`config.mk`:
```
export PLATFORM = sky130hd
export DESIGN_NAME = traffic_lane
export DESIGN_NICKNAME = d
export VERILOG_FILES = /design/src/rtl/traffic_lane.sv
export SDC_FILE = /design/constraint.sdc
export NUM_CORES = 1
export LEC_CHECK = 0
export ABC_AREA = 1
export BUFFER_PORTS_ARGS = -buffer_cell sky130_fd_sc_hd__buf_4
export CAP_MARGIN = 20
export CORE_MARGIN = 1.5
export CORE_UTILIZATION = 55
export CTS_BUF_LIST = sky130_fd_sc_hd__clkbuf_8 sky130_fd_sc_hd__clkbuf_16
export CTS_CLUSTER_SIZE = 12
export DETAILED_ROUTE_END_ITERATION = 6
export PLACE_DENSITY = 0.77
export REMOVE_ABC_BUFFERS = 1
export SKIP_CTS_REPAIR_TIMING = 1
export SLEW_MARGIN = 25
export SYNTH_ARGS = -nofsm -noshare
export SYNTH_HDL_FRONTEND = slang
export SYNTH_SLANG_ARGS = --single-unit
```
`constraint.sdc`:
```
create_clock -name clk -period 3.9 [get_ports clk]
set_input_delay 0.78 -clock clk [delete_from_list [all_inputs] [get_ports clk]]
set_output_delay 0.78 -clock clk [all_outputs]
set_load 0.01 [all_outputs]
```
`src/rtl/traffic_lane.sv`:
```
// One scrolling row of cars for the LED playfield: a paced shift register fed by
// an LFSR car generator whose speed and density follow the difficulty level.
module traffic_lane #(
    parameter int         WIDTH       = 16,
    parameter int         DIR         = 0,
    parameter int         BASE_PERIOD = 8,
    parameter int         STEP        = 1,
    parameter int         MIN_PERIOD  = 2,
    parameter logic [7:0] SEED        = 8'hA5,
    parameter int         MAX_RUN     = 2
) (
    input  logic             clk,
    input  logic             reset,
    input  logic             tick,
    input  logic             reset_playfield,
    input  logic [2:0]       difficulty,
    output logic [WIDTH-1:0] lane,
    output logic             shift_strobe
);

    localparam int               RUN_W    = (MAX_RUN < 1) ? 1 : $clog2(MAX_RUN + 1);
    localparam logic [7:0]       SEED_EFF = (SEED == 8'h00) ? 8'h01 : SEED;
    localparam logic [10:0]      SPAN     = 11'(BASE_PERIOD - MIN_PERIOD);
    localparam logic [RUN_W-1:0] RUN_MAX  = RUN_W'(MAX_RUN);

    // Maximal-length taps 7,5,4,3: a nonzero state never maps to zero.
    function automatic logic [7:0] lfsr_next(input logic [7:0] cur);
        return {cur[6:0], cur[7] ^ cur[5] ^ cur[4] ^ cur[3]};
    endfunction

    logic [WIDTH-1:0] lane_r;
    logic [7:0]       div_cnt_r;
    logic [7:0]       lfsr_r;
    logic [RUN_W-1:0] run_cnt_r;
    logic             shift_strobe_r;

    logic [10:0]      step_prod_s;
    logic [7:0]       period_s;
    logic [3:0]       density_s;
    logic             shift_s;
    logic             enter_s;
    logic [WIDTH-1:0] next_lane_s;

    // Period and density from difficulty; the period saturates at its floor.
    always_comb begin
        step_prod_s = 11'(STEP) * {8'd0, difficulty};
        if (step_prod_s >= SPAN) begin
            period_s = 8'(MIN_PERIOD);
        end else begin
            period_s = 8'(11'(BASE_PERIOD) - step_prod_s);
        end
        if (difficulty >= 3'd4) begin
            density_s = 4'd6;
        end else begin
            density_s = {1'b0, difficulty} + 4'd2;
        end
    end

    // Shift decision and the bit entering the row; a full run forces a gap.
    always_comb begin
        shift_s = tick && (div_cnt_r >= (period_s - 8'd1));
        if (run_cnt_r == RUN_MAX) begin
            enter_s = 1'b0;
        end else begin
            enter_s = ({1'b0, lfsr_r[2:0]} < density_s);
        end
        if (DIR == 0) begin
            next_lane_s = {enter_s, lane_r[WIDTH-1:1]};
        end else begin
            next_lane_s = {lane_r[WIDTH-2:0], enter_s};
        end
    end

    // Lane state; a playfield clear keeps the LFSR running so rounds differ.
    always_ff @(posedge clk) begin
        if (reset) begin
            lane_r         <= {WIDTH{1'b0}};
            div_cnt_r      <= 8'd0;
            run_cnt_r      <= {RUN_W{1'b0}};
            shift_strobe_r <= 1'b0;
            lfsr_r         <= SEED_EFF;
        end else if (reset_playfield) begin
            lane_r         <= {WIDTH{1'b0}};
            div_cnt_r      <= 8'd0;
            run_cnt_r      <= {RUN_W{1'b0}};
            shift_strobe_r <= 1'b0;
        end else if (shift_s) begin
            lane_r         <= next_lane_s;
            div_cnt_r      <= 8'd0;
            run_cnt_r      <= enter_s ? (run_cnt_r + RUN_W'(1)) : {RUN_W{1'b0}};
            lfsr_r         <= lfsr_next(lfsr_r);
            shift_strobe_r <= 1'b1;
        end else begin
            if (tick) begin
                div_cnt_r <= div_cnt_r + 8'd1;
            end else begin
                div_cnt_r <= div_cnt_r;
            end
            shift_strobe_r <= 1'b0;
        end
    end

    assign lane         = lane_r;
    assign shift_strobe = shift_strobe_r;

endmodule

```
Yosys cells after proc, flatten, opt, wreduce, memory -nomap -nowiden
Cells that the tools add are included.
{"block": "totals", "inputBits": 7, "ff_bits": 35, "out_inout_bits": 17, "wordCells": 28}
{"block": "op_classes", "eq_ne": 1, "reduce_logical": 4, "muxes": 5, "magnitude_cmp": 4, "n_bitwise": 4, "n_addsub": 5}
{"cell": "$add 8x1->8 const B", "n": 1}
{"cell": "$ge 8x8->1", "n": 1}
{"cell": "$mux 8", "n": 1}
{"cell": "$sub 8x1->8 const B", "n": 1}
{"cell": "$ge 3x3->1 const B", "n": 2}
{"cell": "$sub 4x3->5 const A", "n": 1}
{"cell": "$add 3x2->4 const B", "n": 1}
{"cell": "$lt 3x4->1", "n": 1}
{"cell": "$mux 4", "n": 1}
{"cell": "$reduce_or 3->1", "n": 1}
{"cell": "$xor 1x1->1", "n": 3}
{"cell": "$add 2x1->2 const B", "n": 1}
{"cell": "$eq 2x2->1 const B", "n": 1}
{"cell": "$mux 1", "n": 2}
{"cell": "$mux 2", "n": 1}
{"cell": "$reduce_and 2->1", "n": 1}
{"cell": "$reduce_or 2->1", "n": 1}
{"cell": "$logic_and 1x1->1", "n": 1}
{"cell": "$not 1->1", "n": 1}

Logic depth before layout (Yosys ltp)
Gate-level depths: netlist (run 1).
{"block": "logic_depth", "ltp_word": 6, "ltp_mapped": 18, "ltp_nobuf": 18}

Worst setup path before layout (run 1)
Ideal clock, no wire load.
{"block": "synth_timing", "path_kind": "input-to-reg", "startpoint": "input difficulty[0]", "endpoint": "register lane_r[0] (netlist: lane[0])", "slack_ns": 1.042, "path_stages": 17, "n_path_buf": 1, "arrival_ns": 2.745, "cell_sequence": "inv_1 -> ha_1 -> nand3_1 -> o21ai_0 -> nor4_1 -> ha_1 -> ha_1 -> nand2_1 -> nor2_1 -> nor2_1 -> nand2_1 -> nand2_1 -> nand2_2 -> nand2_2 -> buf_4 -> nand3_1 -> nand2_1"}
{"block": "synth_between", "elab_chain_cells": 5, "elab_cells_between_ends": 6, "classes_between": "2 x add/sub; 2 x order compare; 1 x mux; 1 x reduce/logical"}
{"element": "start: declaration", "line_no": "16", "text": "input logic [2:0] difficulty,"}
{"element": "$sub 4x3->5 or $ge 3x3->1 (tied branches)", "line_no": "50, 47"}
{"element": "$mux 8 *", "line_no": "47", "text": "if (step_prod_s >= SPAN) begin"}
{"element": "$sub 8x1->8 *", "line_no": "61", "text": "shift_s = tick && (div_cnt_r >= (period_s - 8'd1));"}
{"element": "$ge 8x8->1 *", "line_no": "61"}
{"element": "$logic_and 1x1->1 *", "line_no": "61"}
{"element": "end signal: assignment", "line_no": "77", "text": "lane_r <= {WIDTH{1'b0}};"}
{"element": "end signal: assignment", "line_no": "83", "text": "lane_r <= {WIDTH{1'b0}};"}
{"element": "end signal: assignment", "line_no": "88", "text": "lane_r <= next_lane_s;"}
{"element": "end: declaration", "line_no": "31", "text": "logic [WIDTH-1:0] lane_r;"}
Every way passes the cells marked *; elsewhere a longest branch is shown, timed or not.
A chain may end at the register's enable or synchronous reset.

Worst setup path in the final report (run 1)
{"block": "layout_timing", "startpoint": "input difficulty[1]", "endpoint": "register run_cnt_r[0]"}
{"block": "layout_between", "elab_chain_cells": 5, "elab_cells_between_ends": 12, "classes_between": "3 x add/sub; 4 x order compare; 4 x mux; 1 x reduce/logical"}
{"element": "$sub 4x3->5, or another cell as far along", "line_no": "50", "text": "period_s = 8'(11'(BASE_PERIOD) - step_prod_s);"}
{"element": "$mux 8 or $mux 4 (tied branches)", "line_no": "47, 52"}
{"element": "$sub 8x1->8 or $lt 3x4->1 (tied branches)", "line_no": "61, 65"}
{"element": "$ge 8x8->1 or $mux 1 (tied branches)", "line_no": "61, 62"}
{"element": "$logic_and 1x1->1 or $mux 2 (tied branches)", "line_no": "61, 90"}
{"element": "end signal: assignment", "line_no": "79", "text": "run_cnt_r <= {RUN_W{1'b0}};"}
{"element": "end signal: assignment", "line_no": "85", "text": "run_cnt_r <= {RUN_W{1'b0}};"}
{"element": "end signal: assignment", "line_no": "90", "text": "run_cnt_r <= enter_s ? (run_cnt_r + RUN_W'(1)) : {RUN_W{1'b0}};"}
{"element": "end: declaration", "line_no": "34", "text": "logic [RUN_W-1:0] run_cnt_r;"}
Parallel ways exist; a longest one is shown, timed or not.

==> impl_summary.txt, run 1 <==
----------------------------------------------------
[Global routing]
  Global-route wire length before repair ... between 5 and 6 mm
  Number of antenna violations at the first check in global routing ... 0
  Gr usage total ... 20.5%
  Remaining global-route overflow ... 0
  Pin count of the biggest net entering global routing ... 20
  Vias in the first global route ... 1324

[Power and ir drop]
  Internal power summed over all cells ... 592 uW
  Peak VDD IR ... between 0.0002 and 0.00025 V
  Logic gate share of total power ... a little under an eighth
  Power after layout ... 786 uW
  Portion of total power attributed to sequential cells ... 47.6%
  P_sw ... 195 uW
  Switching Share ... roughly a quarter
  Leakage Power ... roughly 1.1 nW
  Power density normalized to cell area ... about 380 mW/mm2
  Share of power burned in the clock network ... 40.6%

[Drt]
  Via density per instance ... 4.69
  Wire length on met1 ... 1.56 mm
  Remaining design rule violation count ... 0
  Average routed wire per standard cell ... 10.3 um
  First drt pass iteration count ... 4
  Highest signal layer in the routed design ... met4
  Detailed-routed wire length on met2 ... 1.46 mm
  Total wirelength of the detailed-routed design ... 3.14 mm
  Via Count ... 1431
  Wire length on met3 ... 71 um
  First-iteration detailed-routing DRC count ... 52
  Post-route ant nets ... 0

[Logic synthesis]
  Total standard cell area after synthesis ... 0.00177 mm2
  Number of flops mapped to enable cells by yosys ... 0
  Async set-reset flop share out of synthesis ... 0%
  Count of distinct cell types in the synthesized netlist ... 28
  Post-synthesis area per instance ... 7.53 um2
  Top cells by instance count after synthesis ... 62 x sky130_fd_sc_hd__nand2_1, 35 x sky130_fd_sc_hd__dfxtp_1, 29 x sky130_fd_sc_hd__inv_1
  Post-Synthesis Cells ... 235
  Leading area contributor after synthesis ... sky130_fd_sc_hd__dfxtp_1
  Cell types with the largest area share after synthesis ... sky130_fd_sc_hd__dfxtp_1 40%, sky130_fd_sc_hd__nand2_1 13%, sky130_fd_sc_hd__ha_1 11%
  Most used DFF post-synth ... sky130_fd_sc_hd__dfxtp_1
  Post-synthesis sequential area ratio ... just under 40%
  Area share of the largest cell type after synthesis ... between 30 and 40%
  Yosys warning total ... 0
  Most frequently used cell type in the post-synthesis netlist ... sky130_fd_sc_hd__nand2_1
  Synth Register Bits ... 35

[Cells and area]
  Layout cell share with drive strength beyond 1 ... 15.7%
  Count of non-filler cells in the finished layout ... 305
  Final core utilization ... 67.9%
  Synth-to-layout area growth ... 17.1%
  Fillers ... 295
  Final layout net count ... 282
  Final standard cell area without fillers ... 0.00207 mm2
  Inserted Diodes ... 0

[Placement]
  Pre-CTS setup slack ... roughly 0.5 ns
  Final GP Congestion ... 0.740
  Number of input and output port buffers inserted ... 23
  Area of placed instances ... 0.00196 mm2
  Cell Count Post-Placement ... 297
  Dpl hpwl ... 2.37 mm

[Timing]
  Unrepaired setup endpoints after global routing ... false
  Post-layout min period ... ~3.1 ns
  Maximum clock rate ... ~320 MHz
  Final slew viol count ... 0
  Endpoints failing setup ... 0
  Period utilisation layout ... approximately four fifths
  Final Worst Setup Slack ... 0.786 ns
  Final Hold Fails ... 0
  Final clock skew ... 0.00303 ns
  Least-Margin Pin Slew ... between 0.7 and 0.8 ns
  Final total negative setup slack ... 0 ns
  Slew Limit Headroom ... 51.3%
  Post-Route Hold Slack ... 0.465 ns

[Clocking]
  Clock tree from TritonCTS ... yes
  Clk sink count ... 35
  Maximum level of the CTS H-tree ... 2
  Buffer cell driving the clock tree root ... sky130_fd_sc_hd__clkbuf_8
  Clk_lat worst skew ... ~0.28 ns
  Clock transition time at the flip-flop clock pins of the worst setup and hold paths ... 0.07 ns
  Clock buffers created by TritonCTS ... 5
  Buffer levels on the longest clock path ... 2

[Floorplanning]
  Total die area ... roughly 0.0036 mm2
  Starting Density ... 58.0%
  Core region area ... 0.00305 mm2
  Chip height ... around 60 um
  Rows ... 20
  Die Width ... 59.7 um
  I/O pins ... 24

[Setup path]
  Kind of capture point of the worst setup path ... register
  Data arrival time of the worst path ... around 3.3 ns
  Launching element type of the critical path ... input pin
  Crit-path max FO ... 12
  Worst Path Required ... around 4.1 ns
  Kind of critical path ... input pin to register

[Flow run]
  Count of maximum capacitance violations ... 0

[Min path]
  Class of the tightest hold or removal check ... register to register

[Status]
  Outcome ... complete, no violations

----------------------------------------------------
per-layer routing:
metal,track usage (%),up-vias
met5,0,-
met4,9.52,0
met3,4.55,5
met2,32.9,12
met1,25.9,614
li1,-,800
power by group through the flow:
stage / combinational, mW / clock (mW) / sequential (mW)
after floorplan: 0.0677 / 0 / 0.381
after global placement: 0.0910 / 0 / 0.382
after detailed placement: 0.0938 / 0 / 0.382
after CTS: 0.0938 / 0.329 / 0.374
after global routing: 0.108 / 0.349 / 0.375
final: 0.0931 / 0.319 / 0.374
layout make-up:
| type | count | area, um2 | share of cell area (%) |
|---|---|---|---|
| multi-input cells | 163 | 907 | 43.8 |
| flip-flops and latches | 35 | 701 | 33.8 |
| repair buffers | 24 | 180 | 8.70 |
| inverters | 31 | 116 | 5.62 |
| clock buffers | 5 | 68.8 | 3.32 |
| well taps | 44 | 55.1 | 2.66 |
| clock inverters | 3 | 43.8 | 2.11 |
path summary, 6_finish.rpt:
kind,cells past startpoint,slack (ns),endpoint,start
max,19,0.79,run_cnt_r[0]$_SDFFE_PP0P_,difficulty[1]
min reg2reg,2,0.47,lane[9]$_SDFFE_PP0P_,lane[10]$_SDFFE_PP0P_
max reg2reg,13,2.05,run_cnt_r[0]$_SDFFE_PP0P_,div_cnt_r[0]$_SDFFE_PP0P_
min,2,0.47,lane[9]$_SDFFE_PP0P_,lane[10]$_SDFFE_PP0P_
logic make-up after synthesis:
kind of cell	synth area share (%)
DFF	39.6
buffers and inverters	9.12
xor gates and xnor gates	4.46
muxes	0.566
and+or+nand+nor	32.4
AOI/OAI and AO/OA	3.25
adders and majority gates	10.6
critical path: stages:
cell	delay, ns
sky130_fd_sc_hd__buf_4	0.09
sky130_fd_sc_hd__inv_1	0.06
sky130_fd_sc_hd__ha_1	0.19
sky130_fd_sc_hd__nand3_1	0.08
sky130_fd_sc_hd__o21ai_0	0.14
sky130_fd_sc_hd__nor4_1	0.28
sky130_fd_sc_hd__ha_1	0.30
sky130_fd_sc_hd__ha_1	0.29
sky130_fd_sc_hd__nand2_1	0.07
sky130_fd_sc_hd__nor2_1	0.10
sky130_fd_sc_hd__nor2_1	0.05
sky130_fd_sc_hd__nand2_1	0.05
sky130_fd_sc_hd__nand2_1	0.05
sky130_fd_sc_hd__nand2_2	0.21
sky130_fd_sc_hd__nand2_2	0.18
sky130_fd_sc_hd__nand2_2	0.21
sky130_fd_sc_hd__nand2_1	0.07
sky130_fd_sc_hd__nand2_1	0.06
sky130_fd_sc_hd__inv_1	0.03
state kept, by name, summed over array words and instances (netlist names):
name and flops:
lfsr_r 8, lane 16, shift_strobe 1, run_cnt_r 2, div_cnt_r 8
placed cells by master (no fill, tap or decap), types with 2 or more instances in the layout:
cell type                  count
sky130_fd_sc_hd__xnor2_1       4
sky130_fd_sc_hd__o21ai_0       5
sky130_fd_sc_hd__xor2_1        5
sky130_fd_sc_hd__dfxtp_1      35
sky130_fd_sc_hd__nand2_2       4
sky130_fd_sc_hd__nor2_2        2
sky130_fd_sc_hd__nand2_1      62
sky130_fd_sc_hd__a21oi_1       4
sky130_fd_sc_hd__buf_4        24
sky130_fd_sc_hd__nor3_1        2
sky130_fd_sc_hd__nor2_1       20
sky130_fd_sc_hd__ha_1         15
sky130_fd_sc_hd__inv_1        29
sky130_fd_sc_hd__nand4_1       8
sky130_fd_sc_hd__nand3_1      24
sky130_fd_sc_hd__clkbuf_8      5
(Power assumes the default switching activity.)
==> run 2: changes to the inputs <==
CORE_UTILIZATION = 51   (was 55)
PLACE_DENSITY = 0.75   (was 0.77)
clock period = 2.75 ns   (was 3.9 ns; I/O delays follow)
==> run 2 against run 1 <==
  * Global-route usage decreased by 0.32 points
  * Critical endpoint is now lfsr_r[7]$_SDFFE_PP1P_
  * First-iteration DRC count decreased by 13%
  * Highest routed layer unchanged
  * Worst hold slack got worse by 0.0073 ns
  * Power increased by 36%
  * Register-to-register slack got worse by 1.1 ns
  * Count of clock-buffer cells in the layout unchanged
  * Critical path type unchanged
==> impl_summary.txt, run 2 (synthesis results as in run 1) <==
----------------------------------------------------
[Status]
  Outcome ... complete, no violations

[Floorplanning]
  I/O pins ... 24
  Starting Density ... a little over half
  Chip height ... 61.9 um
  Die Width ... approximately 62 um
  Rows ... 21
  Core region area ... ~0.0033 mm2
  Total die area ... 0.00383 mm2

[Clocking]
  Clock transition time at the flip-flop clock pins of the worst setup and hold paths ... around 0.07 ns
  Buffer levels on the longest clock path ... 2
  Buffer cell driving the clock tree root ... sky130_fd_sc_hd__clkbuf_8
  Clk_lat worst skew ... 0.28 ns
  Clock buffers created by TritonCTS ... 5
  Clock tree from TritonCTS ... yes
  Clk sink count ... 35
  Maximum level of the CTS H-tree ... 2

[Cells and area]
  Layout cell share with drive strength beyond 1 ... 22.5%
  Max reg flops ... 16
  Leading cell type in the layout, fill and taps excluded ... sky130_fd_sc_hd__nand2_1
  Count of non-filler cells in the finished layout ... approximately 320
  Final layout net count ... approximately 290
  Leading cell types in the layout, fill and taps excluded ... 58 x sky130_fd_sc_hd__nand2_1, 35 x sky130_fd_sc_hd__dfxtp_1, 30 x sky130_fd_sc_hd__buf_4
  Final standard cell area without fillers ... 0.00225 mm2
  Inserted Diodes ... 0
  Synth-to-layout area growth ... 26.9%

[Setup path]
  Destination of the worst register-to-register timing path ... lfsr_r[7]$_SDFFE_PP1P_
  Data arrival time of the worst path ... 2.79 ns
  Crit-path max FO ... 5
  Depth of the most critical reg-to-reg path ... 12
  Worst Path Required ... 2.91 ns
  R2R Setup Slk ... 0.97 ns
  Launching element type of the critical path ... input pin
  Beginning of the worst register-to-register path ... div_cnt_r[0]$_SDFFE_PP0P_
  Kind of capture point of the worst setup path ... register
  Kind of critical path ... input pin to register

[Drt]
  Via Count ... approximately 1500
  Via density per instance ... 4.87
  Post-route ant nets ... 0
  Average routed wire per standard cell ... 11.0 um
  First drt pass iteration count ... 4
  Remaining design rule violation count ... 0
  First-iteration detailed-routing DRC count ... 45
  Total wirelength of the detailed-routed design ... 3.50 mm

[Global routing]
  Gr usage total ... 20.1%
  Vias in the first global route ... 1398
  Pin count of the biggest net entering global routing ... 20
  Global-route wire length before repair ... roughly 5.8 mm
  Remaining global-route overflow ... 0
  Number of antenna violations at the first check in global routing ... 0

[Timing]
  Final Hold Fails ... 0
  Final total negative setup slack ... 0 ns
  Least-Margin Pin Slew ... 0.289 ns
  Endpoints failing setup ... 0
  Post-Route Hold Slack ... between 0.4 and 0.5 ns
  Slew Limit Headroom ... 80.6%
  Post-layout min period ... 2.63 ns
  Maximum clock rate ... 381 MHz
  Period utilisation layout ... between 90 and 100%
  Final slew viol count ... 0
  Final clock skew ... 0.00354 ns

[Power and ir drop]
  Power after layout ... 1.07 mW
  Power density normalized to cell area ... 477 mW/mm2
  Leakage Power ... 1.12 nW
  Peak VDD IR ... 0.000308 V

[Placement]
  Number of input and output port buffers inserted ... 23
  Dpl hpwl ... 2.43 mm
  Cell Count Post-Placement ... 306
  Final GP Congestion ... 0.879
  Area of placed instances ... between 0.002 and 0.0025 mm2

[Min path]
  Number of cells on the worst hold path ... 2
  Critical hold path startpoint ... lane[1]$_SDFFE_PP0P_
  Worst Hold End ... lane[0]$_SDFFE_PP0P_
  Class of the tightest hold or removal check ... register to register

[Flow run]
  Count of maximum capacitance violations ... 0

----------------------------------------------------
-- run 2: cell types whose count changed in the layout (fill, tap and decap cells not counted), moves of 2 or more --
| cell | previous run | this run |
|---|---|---|
| sky130_fd_sc_hd__buf_4 | 24 | 30 |
| sky130_fd_sc_hd__nand2_1 | 62 | 58 |
| sky130_fd_sc_hd__buf_12 | 0 | 3 |
| sky130_fd_sc_hd__nand2_4 | 0 | 3 |
| sky130_fd_sc_hd__ha_1 | 15 | 13 |
| sky130_fd_sc_hd__ha_4 | 0 | 2 |
| sky130_fd_sc_hd__nand3_1 | 24 | 22 |
| sky130_fd_sc_hd__nand3_2 | 1 | 3 |
-- run 2: per-stage QoR --
step | worst slack, ns | util [%]
6_report | 0.124 | 67.3
5_1_grt | -0.0648 | 67.3
4_1_cts | 0.110 | 63.6
3_5_place_dp | -0.164 | 61.1
3_3_place_gp | -0.0655 | 61.1
2_1_floorplan | -0.101 | -
-- run 2: report_power, final --
group	internal, mW	switching [mW]	leakage (nW)
combinational	0.0934	0.107	0.792
sequential	0.521	0.0100	0.283
clock	0.170	0.170	0.0505
total	0.784	0.287	1.12
-- run 2: routing by layer --
metal / up-vias / track usage (%) / share of wire (%) / routed length (um)
li1: 817 / - / - / -
met1: 711 / 27.4 / 47 / 1650
met2: 15 / 32.5 / 50 / 1750
met3: 2 / 4.97 / 2.7 / 95
met4: 0 / 4.56 / 0.17 / 6
met5: - / 0 / 0 / 0
-- run 2: worst max path at each step --
stage                             start                   endpoint  slack (ns)  depth (start not counted)
after floorplan           difficulty[0]  run_cnt_r[0]$_SDFFE_PP0P_       -0.10                         18
after global placement    difficulty[0]  run_cnt_r[0]$_SDFFE_PP0P_       -0.07                         19
after detailed placement  difficulty[0]  run_cnt_r[0]$_SDFFE_PP0P_       -0.16                         19
after CTS                 difficulty[0]  run_cnt_r[0]$_SDFFE_PP0P_        0.11                         19
after global routing      difficulty[1]     lfsr_r[3]$_SDFFE_PP0P_       -0.06                         19
final                     difficulty[1]     lfsr_r[7]$_SDFFE_PP1P_        0.12                         18
-- run 2: area by class of cell --
type	count	area (um2)
tap	46	57.6
timing repair buffer	34	310
multi-input combinational	163	977
inverter	31	119
clock buffer	5	68.8
sequential	35	701
clock inverter	3	12.5
fill	292	1090
-- run 2: worst max-delay path: stages --
cell and delay, ns:
sky130_fd_sc_hd__buf_4 0.09, sky130_fd_sc_hd__inv_2 0.04, sky130_fd_sc_hd__ha_4 0.15, sky130_fd_sc_hd__nand3_2 0.06, sky130_fd_sc_hd__o21ai_2 0.07, sky130_fd_sc_hd__nor4_2 0.34
sky130_fd_sc_hd__ha_1 0.32, sky130_fd_sc_hd__ha_4 0.25, sky130_fd_sc_hd__nand2_2 0.06, sky130_fd_sc_hd__nor2_1 0.04, sky130_fd_sc_hd__nor2_1 0.10, sky130_fd_sc_hd__nand2_1 0.08
sky130_fd_sc_hd__nand2_2 0.09, sky130_fd_sc_hd__nand2_4 0.09, sky130_fd_sc_hd__buf_12 0.14, sky130_fd_sc_hd__clkbuf_16 0.14, sky130_fd_sc_hd__nand4_1 0.08, sky130_fd_sc_hd__nand3_1 0.08
==> run 3: changes to the inputs <==
RECOVER_POWER = 100   (was unset)
==> run 3 against run 2 <==
  * Via count down 0.19%
  * Setup slack got worse by 0.00055 ns
  * Cell area shrank 2.8%
  * Largest cell class unchanged
==> impl_summary.txt, run 3 (synthesis results as in run 1) <==
----------------------------------------------------
[Setup path]
  Kind of critical path ... input pin to register
  Launching element type of the critical path ... input pin
  Worst Path Required ... around 2.9 ns
  Kind of capture point of the worst setup path ... register
  Slowest cell on the critical path ... sky130_fd_sc_hd__nor4_2
  Crit-path max FO ... 5
  Data arrival time of the worst path ... 2.79 ns
  Depth of the most critical reg-to-reg path ... 12
  Total buffers and inverters traversed by the critical path ... 4
  Delay of the slowest cell on the worst path ... 0.34 ns
  Series of cell instances along the critical path ... buf_4 -> inv_2 -> ha_4 -> nand3_2 -> o21ai_2 -> nor4_2 -> ha_1 -> ha_4 -> nand2_2 -> nor2_1 -> nor2_1 -> nand2_1 -> nand2_2 -> nand2_4 -> buf_12 -> clkbuf_16 -> nand4_1 -> nand3_1
  Kind of cell adding the most delay to the critical path ... simple AND/OR/NAND/NOR gates
  Total number of cells along the worst setup path ... 18

[Drt]
  Via density per instance ... 4.86
  Remaining design rule violation count ... 0
  Via Count ... about 1500
  Average routed wire per standard cell ... 11.2 um
  Total wirelength of the detailed-routed design ... 3.55 mm
  Post-route ant nets ... 0
  First-iteration detailed-routing DRC count ... 50
  First drt pass iteration count ... 4

[Clocking]
  Maximum level of the CTS H-tree ... 2
  Clock buffers created by TritonCTS ... 5
  Clk sink count ... 35
  Buffer cell driving the clock tree root ... sky130_fd_sc_hd__clkbuf_8
  Clock transition time at the flip-flop clock pins of the worst setup and hold paths ... about 0.070 ns
  Buffer levels on the longest clock path ... 2
  Clock tree from TritonCTS ... yes
  Clk_lat worst skew ... about 0.28 ns

[Min path]
  Number of cells on the worst hold path ... 2
  Class of the tightest hold or removal check ... register to register

[Timing]
  Slew Limit Headroom ... 80.6%
  Final Hold Fails ... 0
  Final total negative setup slack ... 0 ns
  Maximum clock rate ... ~380 MHz
  Final clock skew ... between 0.003 and 0.004 ns
  Final slew viol count ... 0
  Final Worst Setup Slack ... 0.124 ns
  Least-Margin Pin Slew ... 0.289 ns
  Endpoints failing setup ... 0
  Post-layout min period ... 2.63 ns
  Period utilisation layout ... 95.5%

[Cells and area]
  Final core utilization ... between 60% and 70%
  Max reg flops ... 16
  Synth-to-layout area growth ... 23.3%
  Fillers ... 314
  Layout cell share with drive strength beyond 1 ... 16.2%
  Final layout net count ... 292
  Leading cell type in the layout, fill and taps excluded ... sky130_fd_sc_hd__nand2_1
  Inserted Diodes ... 0
  Leading cell types in the layout, fill and taps excluded ... 58 x sky130_fd_sc_hd__nand2_1, 35 x sky130_fd_sc_hd__dfxtp_1, 29 x sky130_fd_sc_hd__inv_1

[Power and ir drop]
  Switching Share ... 27.0%
  Power density normalized to cell area ... 492 mW/mm2
  P_sw ... 290 uW
  Internal power summed over all cells ... approximately 800 uW
  Leakage Power ... 1.05 nW
  Share of power burned in the clock network ... 31.9%
  Logic gate share of total power ... about a fifth
  Power after layout ... approximately 1.1 mW
  Portion of total power attributed to sequential cells ... 49.5%
  Peak VDD IR ... 0.000302 V

[Placement]
  Number of input and output port buffers inserted ... 23
  Final GP Congestion ... 0.879
  Pre-CTS setup slack ... -0.164 ns
  Dpl hpwl ... 2.43 mm

[Floorplanning]
  Total die area ... approximately 0.0038 mm2
  I/O pins ... 24
  Die Width ... 61.9 um
  Starting Density ... about 53%
  Chip height ... 61.9 um
  Core region area ... between 0.003 and 0.004 mm2
  Rows ... 21

[Flow run]
  Count of maximum capacitance violations ... 0

[Global routing]
  GR Util met2 ... 32.5%
  Pin count of the biggest net entering global routing ... 20
  Global-route wire length before repair ... between 5 and 6 mm
  Vias in the first global route ... around 1400
  Remaining global-route overflow ... 0
  Most heavily used metal layer in global routing ... met2
  Met3 track demand over resource in global routing ... 4.97%
  Gr usage total ... 20.1%
  Met1 capacity usage during global routing ... 27.4%
  Number of antenna violations at the first check in global routing ... 0

[Status]
  Outcome ... complete, no violations

----------------------------------------------------
## run 3: changes by cell type in the layout (fill, tap and decap cells not counted)
cell,delta
sky130_fd_sc_hd__clkbuf_1,+17
sky130_fd_sc_hd__buf_4,-17
## run 3: worst min-delay path: cells and delay by family (launching register included)
kind	cells	cell delay [ns]
DFF	1	0.32
and+or+nand+nor	2	0.10
## run 3: power by group through the flow
stage                     combinational [mW]  sequential [mW]  clock [mW]
after floorplan                       0.0960            0.540           0
after global placement                 0.151            0.541           0
after detailed placement               0.154            0.541           0
after CTS                              0.155            0.531       0.345
after global routing                   0.227            0.533       0.368
final                                  0.200            0.531       0.342
## run 3: path summary, 6_finish.rpt
path                                                 from                endpoint  slack, ns
worst max-delay path                        difficulty[1]  lfsr_r[7]$_SDFFE_PP1P_       0.12
worst min register to register       lane[1]$_SDFFE_PP0P_    lane[0]$_SDFFE_PP0P_       0.46
worst max register to register  div_cnt_r[0]$_SDFFE_PP0P_  lfsr_r[7]$_SDFFE_PP1P_       0.97
worst min-delay path                 lane[1]$_SDFFE_PP0P_    lane[0]$_SDFFE_PP0P_       0.46
## run 3: through the flow
stage	instances	hold WS, ns	area (um2)
floorplan	229	0.442	1720
global placement	306	0.452	2040
detailed placement	306	0.458	2040
CTS	314	0.466	2120
global route	317	0.488	2180
finish	317	0.458	2180
## run 3: layout make-up
| type | instances | area [um2] | share of cell area (%) |
|---|---|---|---|
| sequential | 35 | 701 | 32.1 |
| tap | 46 | 57.6 | 2.64 |
| timing repair buffer | 34 | 246 | 11.3 |
| multi-input combinational | 163 | 977 | 44.8 |
| inverter | 31 | 119 | 5.45 |
| clock inverter | 3 | 12.5 | 0.573 |
| clock buffer | 5 | 68.8 | 3.15 |
## run 3: metal layers
layer	routed length, um	part of all wire (%)	vias up
met2	1740	49	12
li1	-	-	818
met3	95	2.7	3
met1	1700	48	709
met5	0	0	-
met4	14	0.39	0
